[config.mk]
export PLATFORM = sky130hd
export DESIGN_NAME = catrec_apb_regs_flat
export DESIGN_NICKNAME = d
export VERILOG_FILES = /design/src/rtl/catrec_apb_pkg.sv /design/src/rtl/catrec_apb_regs_if.sv /design/src/rtl/catrec_apb_fsm.sv /design/src/rtl/catrec_apb_regs.sv /design/src/flat_wrapper.sv
export SDC_FILE = /design/constraint.sdc
export NUM_CORES = 1
export LEC_CHECK = 0
export ABC_AREA = 0
export CORE_ASPECT_RATIO = 1.4
export CORE_UTILIZATION = 41
export DETAILED_ROUTE_END_ITERATION = 16
export GPL_TIMING_DRIVEN = 1
export MAX_ROUTING_LAYER = met4
export PLACE_DENSITY = 0.79
export SLEW_MARGIN = 20
export SYNTH_ARGS = -nofsm -noshare
export SYNTH_HDL_FRONTEND = slang
export SYNTH_HIERARCHICAL = 1
export SYNTH_SLANG_ARGS = --single-unit
export TNS_END_PERCENT = 10
[constraint.sdc]
create_clock -name clk -period 2.9 [get_ports clk]
set_input_delay 0.58 -clock clk [delete_from_list [all_inputs] [get_ports clk]]
set_output_delay 0.58 -clock clk [all_outputs]
set_load 0.01 [all_outputs]
[src/rtl/catrec_apb_pkg.sv]
// catrec_apb_pkg: shared widths, register map, STATUS bit positions and bus FSM
// state encoding for the CatRecognizer APB register bank.
package catrec_apb_pkg;

    localparam int unsigned AMBA_WORD       = 32;
    localparam int unsigned AMBA_ADDR_DEPTH = 12;
    localparam int unsigned ADDR_W          = AMBA_ADDR_DEPTH + 1;

    localparam logic [AMBA_WORD-1:0] ID_VALUE = 32'hCA70_0001;

    // Register offsets (word addresses)
    localparam logic [ADDR_W-1:0] REG_CTRL    = ADDR_W'(0);
    localparam logic [ADDR_W-1:0] REG_STATUS  = ADDR_W'(1);
    localparam logic [ADDR_W-1:0] REG_THRESH  = ADDR_W'(2);
    localparam logic [ADDR_W-1:0] REG_ID      = ADDR_W'(3);
    localparam logic [ADDR_W-1:0] WINDOW_BASE = ADDR_W'(4);

    // CTRL / STATUS bit indices
    localparam int unsigned CTRL_START  = 0;
    localparam int unsigned STAT_BUSY   = 0;
    localparam int unsigned STAT_DONE   = 1;
    localparam int unsigned STAT_RESULT = 2;
    localparam int unsigned STAT_ERR    = 3;

    typedef enum logic [1:0] {
        ST_IDLE   = 2'd0,
        ST_SETUP  = 2'd1,
        ST_ACCESS = 2'd2
    } apb_state_e;

endpackage

[src/rtl/catrec_apb_regs_if.sv]
// catrec_apb_regs_if: APB bundle between bus master and the CatRecognizer regs.
interface catrec_apb_regs_if;
    import catrec_apb_pkg::*;

    logic                  PSEL;
    logic                  PENABLE;
    logic                  PWRITE;
    logic [ADDR_W-1:0]     PADDR;
    logic [AMBA_WORD-1:0]  PWDATA;
    logic [AMBA_WORD-1:0]  PRDATA;
    logic                  CatRecOut;

    modport master (
        output PSEL, PENABLE, PWRITE, PADDR, PWDATA,
        input  PRDATA, CatRecOut
    );

    modport slave (
        input  PSEL, PENABLE, PWRITE, PADDR, PWDATA,
        output PRDATA, CatRecOut
    );

endinterface

[src/rtl/catrec_apb_fsm.sv]
// catrec_apb_fsm: tracks APB SETUP/ACCESS phases. wr_strobe_c is high during a
// write ACCESS that followed a proper SETUP; rd_setup_c is high during a read
// SETUP. Both are decoded from the phase register and the live bus.
module catrec_apb_fsm
    import catrec_apb_pkg::*;
(
    input  logic clk,
    input  logic rst,
    input  logic psel_i,
    input  logic penable_i,
    input  logic pwrite_i,
    output logic wr_strobe_c,
    output logic rd_setup_c
);

    apb_state_e state_q;

    // Phase of the previous cycle; ACCESS is only entered from SETUP
    always_ff @(posedge clk) begin
        if (rst) begin
            state_q <= ST_IDLE;
        end else if (psel_i && !penable_i) begin
            state_q <= ST_SETUP;
        end else if (psel_i && penable_i && (state_q == ST_SETUP)) begin
            state_q <= ST_ACCESS;
        end else begin
            state_q <= ST_IDLE;
        end
    end

    // PENABLE without a preceding SETUP never produces a strobe
    assign wr_strobe_c = (state_q == ST_SETUP) && psel_i && penable_i && pwrite_i;
    assign rd_setup_c  = psel_i && !penable_i && !pwrite_i;

endmodule

[src/rtl/catrec_apb_regs.sv]
// catrec_apb_regs: APB register bank + memory-window decoder for CatRecognizer.
// Optional build macro CATREC_APB_READBACK_EN enables reads of the memory window
// (address presented during SETUP, mem_rdata captured into PRDATA for ACCESS).
module catrec_apb_regs
    import catrec_apb_pkg::*;
(
    input  logic                  clk,
    input  logic                  rst,
    catrec_apb_regs_if.slave      apb,
    output logic                  core_start,
    output logic [AMBA_WORD-1:0]  core_thresh,
    input  logic                  core_done,
    input  logic                  core_result,
    output logic                  mem_we,
    output logic [ADDR_W-1:0]     mem_addr,
    output logic [AMBA_WORD-1:0]  mem_wdata,
    input  logic [AMBA_WORD-1:0]  mem_rdata
);

    logic                 wr_strobe_c, rd_setup_c;
    logic                 is_ctrl_c, is_status_c, is_thresh_c, is_id_c, is_win_c;
    logic                 start_req_c, win_wr_c, done_evt_c;
    logic [ADDR_W-1:0]    win_off_c;
    logic [AMBA_WORD-1:0] status_c;

    logic                 busy_q, busy_d, done_q, done_d;
    logic                 result_q, result_d, err_q, err_d;
    logic                 core_start_q, core_start_d, mem_we_q, mem_we_d;
    logic [AMBA_WORD-1:0] thresh_q, thresh_d, prdata_q, prdata_d;
    logic [AMBA_WORD-1:0] mem_wdata_q, mem_wdata_d;
    logic [ADDR_W-1:0]    mem_addr_q, mem_addr_d;

    catrec_apb_fsm u_fsm (
        .clk         (clk),
        .rst         (rst),
        .psel_i      (apb.PSEL),
        .penable_i   (apb.PENABLE),
        .pwrite_i    (apb.PWRITE),
        .wr_strobe_c (wr_strobe_c),
        .rd_setup_c  (rd_setup_c)
    );

    // Address decode and event qualification
    always_comb begin
        is_ctrl_c   = (apb.PADDR == REG_CTRL);
        is_status_c = (apb.PADDR == REG_STATUS);
        is_thresh_c = (apb.PADDR == REG_THRESH);
        is_id_c     = (apb.PADDR == REG_ID);
        is_win_c    = (apb.PADDR >= WINDOW_BASE);
        win_off_c   = apb.PADDR - WINDOW_BASE;
        start_req_c = wr_strobe_c && is_ctrl_c && apb.PWDATA[CTRL_START];
        win_wr_c    = wr_strobe_c && is_win_c;
        done_evt_c  = core_done && busy_q;
        status_c              = '0;
        status_c[STAT_BUSY]   = busy_q;
        status_c[STAT_DONE]   = done_q;
        status_c[STAT_RESULT] = result_q;
        status_c[STAT_ERR]    = err_q;
    end

    // Register next-state; core_done is applied last so its DONE set beats a W1C
    always_comb begin
        busy_d       = busy_q;
        done_d       = done_q;
        result_d     = result_q;
        err_d        = err_q;
        thresh_d     = thresh_q;
        core_start_d = 1'b0;
        mem_we_d     = 1'b0;
        mem_addr_d   = mem_addr_q;
        mem_wdata_d  = mem_wdata_q;

        if (wr_strobe_c && is_status_c) begin
            if (apb.PWDATA[STAT_DONE]) done_d = 1'b0;
            if (apb.PWDATA[STAT_ERR])  err_d  = 1'b0;
        end
        if (wr_strobe_c && is_thresh_c) thresh_d = apb.PWDATA;

        // A START or window write during a run is refused and flagged
        if ((start_req_c || win_wr_c) && busy_q) err_d = 1'b1;

        if (start_req_c && !busy_q) begin
            busy_d       = 1'b1;
            done_d       = 1'b0;
            core_start_d = 1'b1;
        end
        if (win_wr_c && !busy_q) begin
            mem_we_d    = 1'b1;
            mem_addr_d  = win_off_c;
            mem_wdata_d = apb.PWDATA;
        end
        if (done_evt_c) begin
            busy_d   = 1'b0;
            done_d   = 1'b1;
            result_d = core_result;
        end
    end

    // Read data is selected during SETUP and presented for ACCESS, else zero
    always_comb begin
        prdata_d = '0;
        if (rd_setup_c) begin
            if (is_status_c)      prdata_d = status_c;
            else if (is_thresh_c) prdata_d = thresh_q;
            else if (is_id_c)     prdata_d = ID_VALUE;
`ifdef CATREC_APB_READBACK_EN
            else if (is_win_c)    prdata_d = mem_rdata;
`endif
        end
    end

    // State and output registers
    always_ff @(posedge clk) begin
        if (rst) begin
            busy_q       <= 1'b0;
            done_q       <= 1'b0;
            result_q     <= 1'b0;
            err_q        <= 1'b0;
            thresh_q     <= '0;
            prdata_q     <= '0;
            core_start_q <= 1'b0;
            mem_we_q     <= 1'b0;
            mem_addr_q   <= '0;
            mem_wdata_q  <= '0;
        end else begin
            busy_q       <= busy_d;
            done_q       <= done_d;
            result_q     <= result_d;
            err_q        <= err_d;
            thresh_q     <= thresh_d;
            prdata_q     <= prdata_d;
            core_start_q <= core_start_d;
            mem_we_q     <= mem_we_d;
            mem_addr_q   <= mem_addr_d;
            mem_wdata_q  <= mem_wdata_d;
        end
    end

    assign apb.PRDATA    = prdata_q;
    assign apb.CatRecOut = result_q;
    assign core_start    = core_start_q;
    assign core_thresh   = thresh_q;
    assign mem_we        = mem_we_q;
    assign mem_wdata     = mem_wdata_q;

`ifdef CATREC_APB_READBACK_EN
    // Window reads present their address while in SETUP
    assign mem_addr = (rd_setup_c && is_win_c) ? win_off_c : mem_addr_q;
`else
    logic unused_rdata;
    assign unused_rdata = ^mem_rdata;
    assign mem_addr     = mem_addr_q;
`endif

endmodule
[src/flat_wrapper.sv]
// flat-port wrapper written by rule: the top's interface ports become plain ports
module catrec_apb_regs_flat import catrec_apb_pkg::*;
  (clk, rst, core_start, core_thresh, core_done, core_result, mem_we, mem_addr, mem_wdata, mem_rdata, apb_PSEL, apb_PENABLE, apb_PWRITE, apb_PADDR, apb_PWDATA, apb_PRDATA, apb_CatRecOut);
  catrec_apb_regs_if apb_i ();
  input  logic clk;
  input  logic rst;
  output logic core_start;
  output logic [AMBA_WORD-1:0] core_thresh;
  input  logic core_done;
  input  logic core_result;
  output logic mem_we;
  output logic [ADDR_W-1:0] mem_addr;
  output logic [AMBA_WORD-1:0] mem_wdata;
  input  logic [AMBA_WORD-1:0] mem_rdata;
  input wire logic [$bits(apb_i.PSEL)-1:0] apb_PSEL;
  input wire logic [$bits(apb_i.PENABLE)-1:0] apb_PENABLE;
  input wire logic [$bits(apb_i.PWRITE)-1:0] apb_PWRITE;
  input wire logic [$bits(apb_i.PADDR)-1:0] apb_PADDR;
  input wire logic [$bits(apb_i.PWDATA)-1:0] apb_PWDATA;
  output wire logic [$bits(apb_i.PRDATA)-1:0] apb_PRDATA;
  output wire logic [$bits(apb_i.CatRecOut)-1:0] apb_CatRecOut;
  assign apb_i.PSEL = apb_PSEL;
  assign apb_i.PENABLE = apb_PENABLE;
  assign apb_i.PWRITE = apb_PWRITE;
  assign apb_i.PADDR = apb_PADDR;
  assign apb_i.PWDATA = apb_PWDATA;
  assign apb_PRDATA = apb_i.PRDATA;
  assign apb_CatRecOut = apb_i.CatRecOut;
  catrec_apb_regs u_core (.clk(clk), .rst(rst), .apb(apb_i), .core_start(core_start), .core_thresh(core_thresh), .core_done(core_done), .core_result(core_result), .mem_we(mem_we), .mem_addr(mem_addr), .mem_wdata(mem_wdata), .mem_rdata(mem_rdata));
endmodule
==> flow_summary.json, run 1 <==
{
  "first_iter_violations": 281,
  "final_nets": 748,
  "cts_setup_buffers": 0,
  "cp_max_fo": 20,
  "worst_slew_pin_slew_ps": 621,
  "timing.fmax_mhz": 419,
  "grt_pass1_wl_um": 19400,
  "die_area_um2": 11000,
  "hold_viol": 0,
  "drc": 0,
  "clockBufferDepth": 2,
  "grt_max_degree": 46,
  "gp_congestion": 0.870,
  "drive_gt1_frac": 0.0881,
  "grt_overflow": 0,
  "slew_violations": 0,
  "critPathCaptureType": "flip-flop",
  "rows": 44,
  "synth.avg_cell_area_um2": 8.74,
  "numCtsBuffers": 17,
  "syn-num-nets": 582,
  "worstSetupPathType": "in2reg",
  "ctsResizeCount": 0,
  "worstHoldPathType": "in2reg",
  "via_count": 4230,
  "finalSetupViolCount": 0,
  "numPortBuffers": 163,
  "slew_headroom": 0.582,
  "antenna_found_initial": 0,
  "period_share": 0.823,
  "final_cells": 808,
  "synth_cell_type_count": 39,
  "cts_tree": "built",
  "synthCells": 495,
  "synth_top_area_share": 0.541,
  "critical_path_required_ps": 3210,
  "core-area_um2": 10300,
  "clk_pin_slew_ps": 50,
  "syn_to_final_growth_pct": 54.4,
  "wirelength_um": 12900,
  "rsz0062_at_grt": "false",
  "crit_arrival_ps": 2700,
  "min_period_ps": 2390,
  "fin_skew_ps": 9.29,
  "p_per_area_nw_per_um2": 570,
  "synthesis.area_um2": 4330,
  "ys_warn_count": 6,
  "ios": 196,
  "grt_pass1_vias": 4109,
  "fp.dieW_um": 88.8,
  "wl_per_cell_um": 16.0,
  "ir_worst_vdd_mv": 0.406,
  "cts_sinks": 117,
  "yosys-top-cells-area": "dfxtp_1, a21oi_1, nand2_1",
  "dp_cells": 780,
  "post_dp_cell_area_um2": 6120,
  "grt_usage": 0.244,
  "clkLatencyLatePin_ps": 400,
  "hold_ws_ps": 396,
  "ys_seq_area_frac": 0.541,
  "total_power_mw": 3.81,
  "detailedPlacementHpwl_um": 9280,
  "yosys-top-cells-count": "dfxtp_1, nand2_1, a21oi_1",
  "p_leak_nw": 2.30,
  "ant_nets": 0,
  "synth_ff_type": "dfxtp_1",
  "yosysMostFrequentCell": "dfxtp_1",
  "firstDrtPassIters": 5,
  "diodes": 0,
  "drv_cap": 0,
  "status": "complete, no violations",
  "root_buffer": "clkbuf_16",
  "synth_edf_count": 0,
  "hold_buffers": 0,
  "async_flop_share": 0,
  "design_area_um2": 6680,
  "die_h_um": 124,
  "rrSetupSlack_ps": 880,
  "htree_num_levels": 4,
  "start_util": 0.420,
  "vias_per_cell": 5.24,
  "synth.largest_area_cell": "dfxtp_1",
  "finalSetupTns_ps": 0,
  "start_kind": "input pin",
  "ys_ff_latch": 117
}
path summary, 6_finish.rpt:
| check | start | to | cells after the start |
|---|---|---|---|
| worst min-delay path | rst | u_core/u_fsm/state_q[0] | 2 |
| worst max-delay path | apb_PADDR[3] | u_core/mem_addr[5] | 5 |
| worst min register to register | u_core/mem_wdata[13] | u_core/mem_wdata[13] | 2 |
| worst max register to register | u_core/u_fsm/state_q[0] | u_core/mem_addr[5] | 7 |
sequential cells by signal, indices dropped and copies added, names as in the netlist:
register,count
u_core/err_q,1
u_core/mem_addr,13
u_core/apb.CatRecOut,1
u_core/done_q,1
u_core/core_thresh,32
u_core/mem_wdata,32
u_core/u_fsm/state_q,2
u_core/apb.PRDATA,32
u_core/busy_q,1
u_core/mem_we,1
u_core/core_start,1
per-stage QoR:
stage / util / setup slack (ps)
detailed placement: 0.594 / 114
floorplan: - / 662
global placement: 0.594 / 173
global route: 0.649 / 423
finish: 0.649 / 512
CTS: 0.649 / 551
worst max-delay path, cell delays in order:
cell and delay (ps):
clkdlybuf4s50_1 430, or4_1 640, o41a_2 550, buf_4 220
a311oi_2 270
layout by cell type (no fill, tap or decap), types with 2 or more instances in the layout:
cell and instances:
clkdlybuf4s50_1 162, dfxtp_1 117, nand2_1 75, a21oi_1 71, nor2_1 34, nand3_1 34
o21ai_0 34, and2_1 22, buf_4 22, clkbuf_16 17, a211oi_1 8, clkbuf_8 4
inv_1 4, nor2b_1 4, xor2_1 4, nand2b_1 4, clkinv_2 3, or3_1 3
or4_1 3, or2_2 3, o31ai_1 3, nand4_1 3, a22oi_1 3, ha_1 3
bufinv_16 2, clkbuf_1 2, nor3_1 2, a311oi_1 2, xnor2_1 2, and4_1 2
nand4b_1 2
logic make-up (layout without fill, tap and decap cells):
family,after synthesis,count (layout),share of synthesized area
adder cells (fa/ha/maj),3,3,0.00867
AND/OR/NAND/NOR,198,198,0.219
XOR/XNOR,6,6,0.0121
flip-flops,117,117,0.541
buffers and inverters,43,218,0.0500
AO/OA/AOI/OAI,128,128,0.169
routing by layer:
layer	wire length (µm)	vias up	share of wire	global-route usage
li1	-	2023	-	-
met1	4780	1983	0.37	0.241
met2	6790	185	0.53	0.423
met3	779	39	0.060	0.0648
met4	547	0	0.042	0.151
met5	0	-	0	-
cell type report:
cell class                 instances  area [µm²]
inverter                           4        15.0
fill                             856        3610
multi-input combinational        335        1780
timing repair buffer             186        1810
clock buffer                      23         488
clock inverter                     5        75.1
tap                              138         173
sequential                       117        2340
power by group:
part	internal [mW]	switching, mW
combinational	0.0999	0.101
clock	1.33	0.663
sequential	1.62	0.00330
Power figures use the tool's default switching activity.
==> run 2: changes to the inputs <==
- CORE_UTILIZATION: 41 -> 37
- PLACE_DENSITY: 0.79 -> 0.75
- clock period: 2.9 -> 2.1 ns (I/O delays scaled with it)
==> run 2 against run 1 <==
Against the previous run:
- total power is 44% higher
- register-to-register slack lost 630 ps
- sequential cell count is the same
- clock skew down 1.5 ps
- final cell count increased by 4.6%
- clock power increased by 47%
- design area increased by 6.5%
- global-route usage is 0.75 points lower
- largest cell class unchanged
- core utilization decreased by 2.1 points
- sequential share of layout area is 2.1 points lower
- via count is 4.1% higher
==> flow_summary.json, run 2 (same netlist as run 1, synthesis figures left out) <==
{
  "grt_max_degree": 87,
  "final_common_cell": "clkdlybuf4s50_1",
  "crit_arrival_ps": 2360,
  "grt_pass1_vias": 4235,
  "power.switching_mw": 1.14,
  "clk_pin_slew_ps": 50,
  "grt_pass1_wl_um": 21100,
  "cts_tree": "built",
  "pre_cts_slack_ps": -533,
  "worstHoldPathType": "reg2reg",
  "antenna_found_initial": 0,
  "fin_skew_ps": 7.74,
  "cp_max_fo": 5,
  "die_h_um": 130,
  "cp_num_buf_inv": 4,
  "syn_to_final_growth_pct": 64.5,
  "rows": 46,
  "htree_num_levels": 4,
  "via_count": 4405,
  "rsz0062_at_grt": "false",
  "ios": 196,
  "wirelength_um": 14200,
  "p_leak_nw": 2.54,
  "crit_chain": "clkdlybuf4s50_1, or3_4, buf_4, o41ai_4, buf_6, clkbuf_16, nand2_1, a21oi_1",
  "die_area_um2": 12100,
  "worstSetupPathType": "in2reg",
  "pwr-share-seq": 0.408,
  "drv_cap": 0,
  "startpoint": "apb_PADDR[6]",
  "root_buffer": "clkbuf_16",
  "grt_usage": 0.237,
  "worst_slew_pin_slew_ps": 430,
  "min_period_ps": 2040,
  "critical_path_required_ps": 2430,
  "p_per_area_nw_per_um2": 770,
  "first_iter_violations": 268,
  "clockBufferDepth": 2,
  "fin_ws_ps": 62.5,
  "firstDrtPassIters": 5,
  "drive_gt1_frac": 0.141,
  "numCtsBuffers": 17,
  "detailedPlacementHpwl_um": 9350,
  "slew_headroom": 0.706,
  "max_stage_delay_ps": 420,
  "ir_worst_vdd_mv": 0.593,
  "p_int_mw": 4.34,
  "fp.dieW_um": 93.4,
  "period_share": 0.970,
  "layout_common_cells": "clkdlybuf4s50_1, dfxtp_1, nand2_1, a21oi_1, buf_4",
  "swShare": 0.208,
  "path_delay_family": "buffers and inverters",
  "clkLatencyLatePin_ps": 410,
  "ant_nets": 0,
  "numPortBuffers": 163,
  "cts_sinks": 117,
  "dp_cells": 807,
  "drc": 0,
  "core-area_um2": 11300,
  "timing.fmax_mhz": 491,
  "final_cells": 845,
  "gp_congestion": 0.851,
  "final_nets": 776,
  "finalSetupViolCount": 0,
  "combPwrFrac": 0.058,
  "start_kind": "input pin",
  "min_from": "u_core/mem_wdata[10]",
  "wl_per_cell_um": 16.8,
  "crit_slowest_cell": "clkdlybuf4s50_1",
  "critPathCaptureType": "flip-flop",
  "diodes": 0,
  "finalSetupTns_ps": 0,
  "slew_violations": 0,
  "start_util": 0.382,
  "vias_per_cell": 5.21,
  "post_dp_cell_area_um2": 6350,
  "hold_viol": 0,
  "design_area_um2": 7120,
  "timing.rr.start": "u_core/u_fsm/state_q[0]",
  "grt_overflow": 0,
  "p_clk_frac": 0.534,
  "status": "complete, no violations"
}
-- run 2: cell count changes in the layout (fill, tap and decap cells not counted), sizes merged --
cell / delta
clkinvlp: +1
dlymetal6s2s: +2
clkinv: +2
dlygate4sd2: +3
clkdlybuf4s50: -5
buf: +25
bufinv: +1
clkbuf: +2
-- run 2: timing repair --
| action | 4_1_cts | 5_1_grt |
|---|---|---|
| hold buffers | 0 | 0 |
| gates resized for setup | 9 | 10 |
| pin swaps | 4 | 3 |
| setup buffers | 1 | 1 |
| gates cloned | 1 | 4 |
| setup endpoints to repair | 46 | 48 |
-- run 2: cell type report --
class                      count  area (µm²)
clock inverter                 9         126
clock buffer                  22         474
fill                         924        4220
sequential                   117        2340
inverter                       4        15.0
tap                          144         180
timing repair buffer         214        2160
multi-input combinational    335        1820
-- run 2: path summary, 6_finish.rpt --
path / endpoint / slack (ps) / cells after the start
max: u_core/mem_wdata[11] / 60 / 8
min: u_core/mem_wdata[10] / 450 / 2
max reg2reg: u_core/core_thresh[12] / 250 / 7
min reg2reg: u_core/mem_wdata[10] / 450 / 2
-- run 2: power by group through the flow --
stage,registers (mW),clock network [mW],logic [mW]
2_1_floorplan,2.28,0,0.0952
3_3_place_gp,2.28,0,0.298
3_5_place_dp,2.28,0,0.304
4_1_cts,2.23,2.96,0.309
5_1_grt,2.23,3.08,0.338
6_report,2.23,2.93,0.318
-- run 2: layer usage --
layer / part of all wire / up-vias / global-route usage
met3: 0.062 / 22 / 0.0565
met5: 0 / - / -
met2: 0.54 / 189 / 0.427
li1: - / 2084 / -
met1: 0.38 / 2110 / 0.243
met4: 0.024 / 0 / 0.103
-- run 2: worst reg2reg max path, stage by stage, from the launching register on --
cell     delay, ps
dfxtp_1        300
nor2b_4        130
and4_1         280
and2_1         190
and4_2         330
buf_4          230
nand3_1        110
a21oi_1        190
-- run 2: through the flow --
stage / total power, mW / util / hold WS [ps]
2_1_floorplan: 2.38 / - / 465
3_3_place_gp: 2.58 / 0.560 / 442
3_5_place_dp: 2.59 / 0.560 / 449
4_1_cts: 5.50 / 0.618 / 453
5_1_grt: 5.65 / 0.628 / 465
6_report: 5.48 / 0.628 / 454
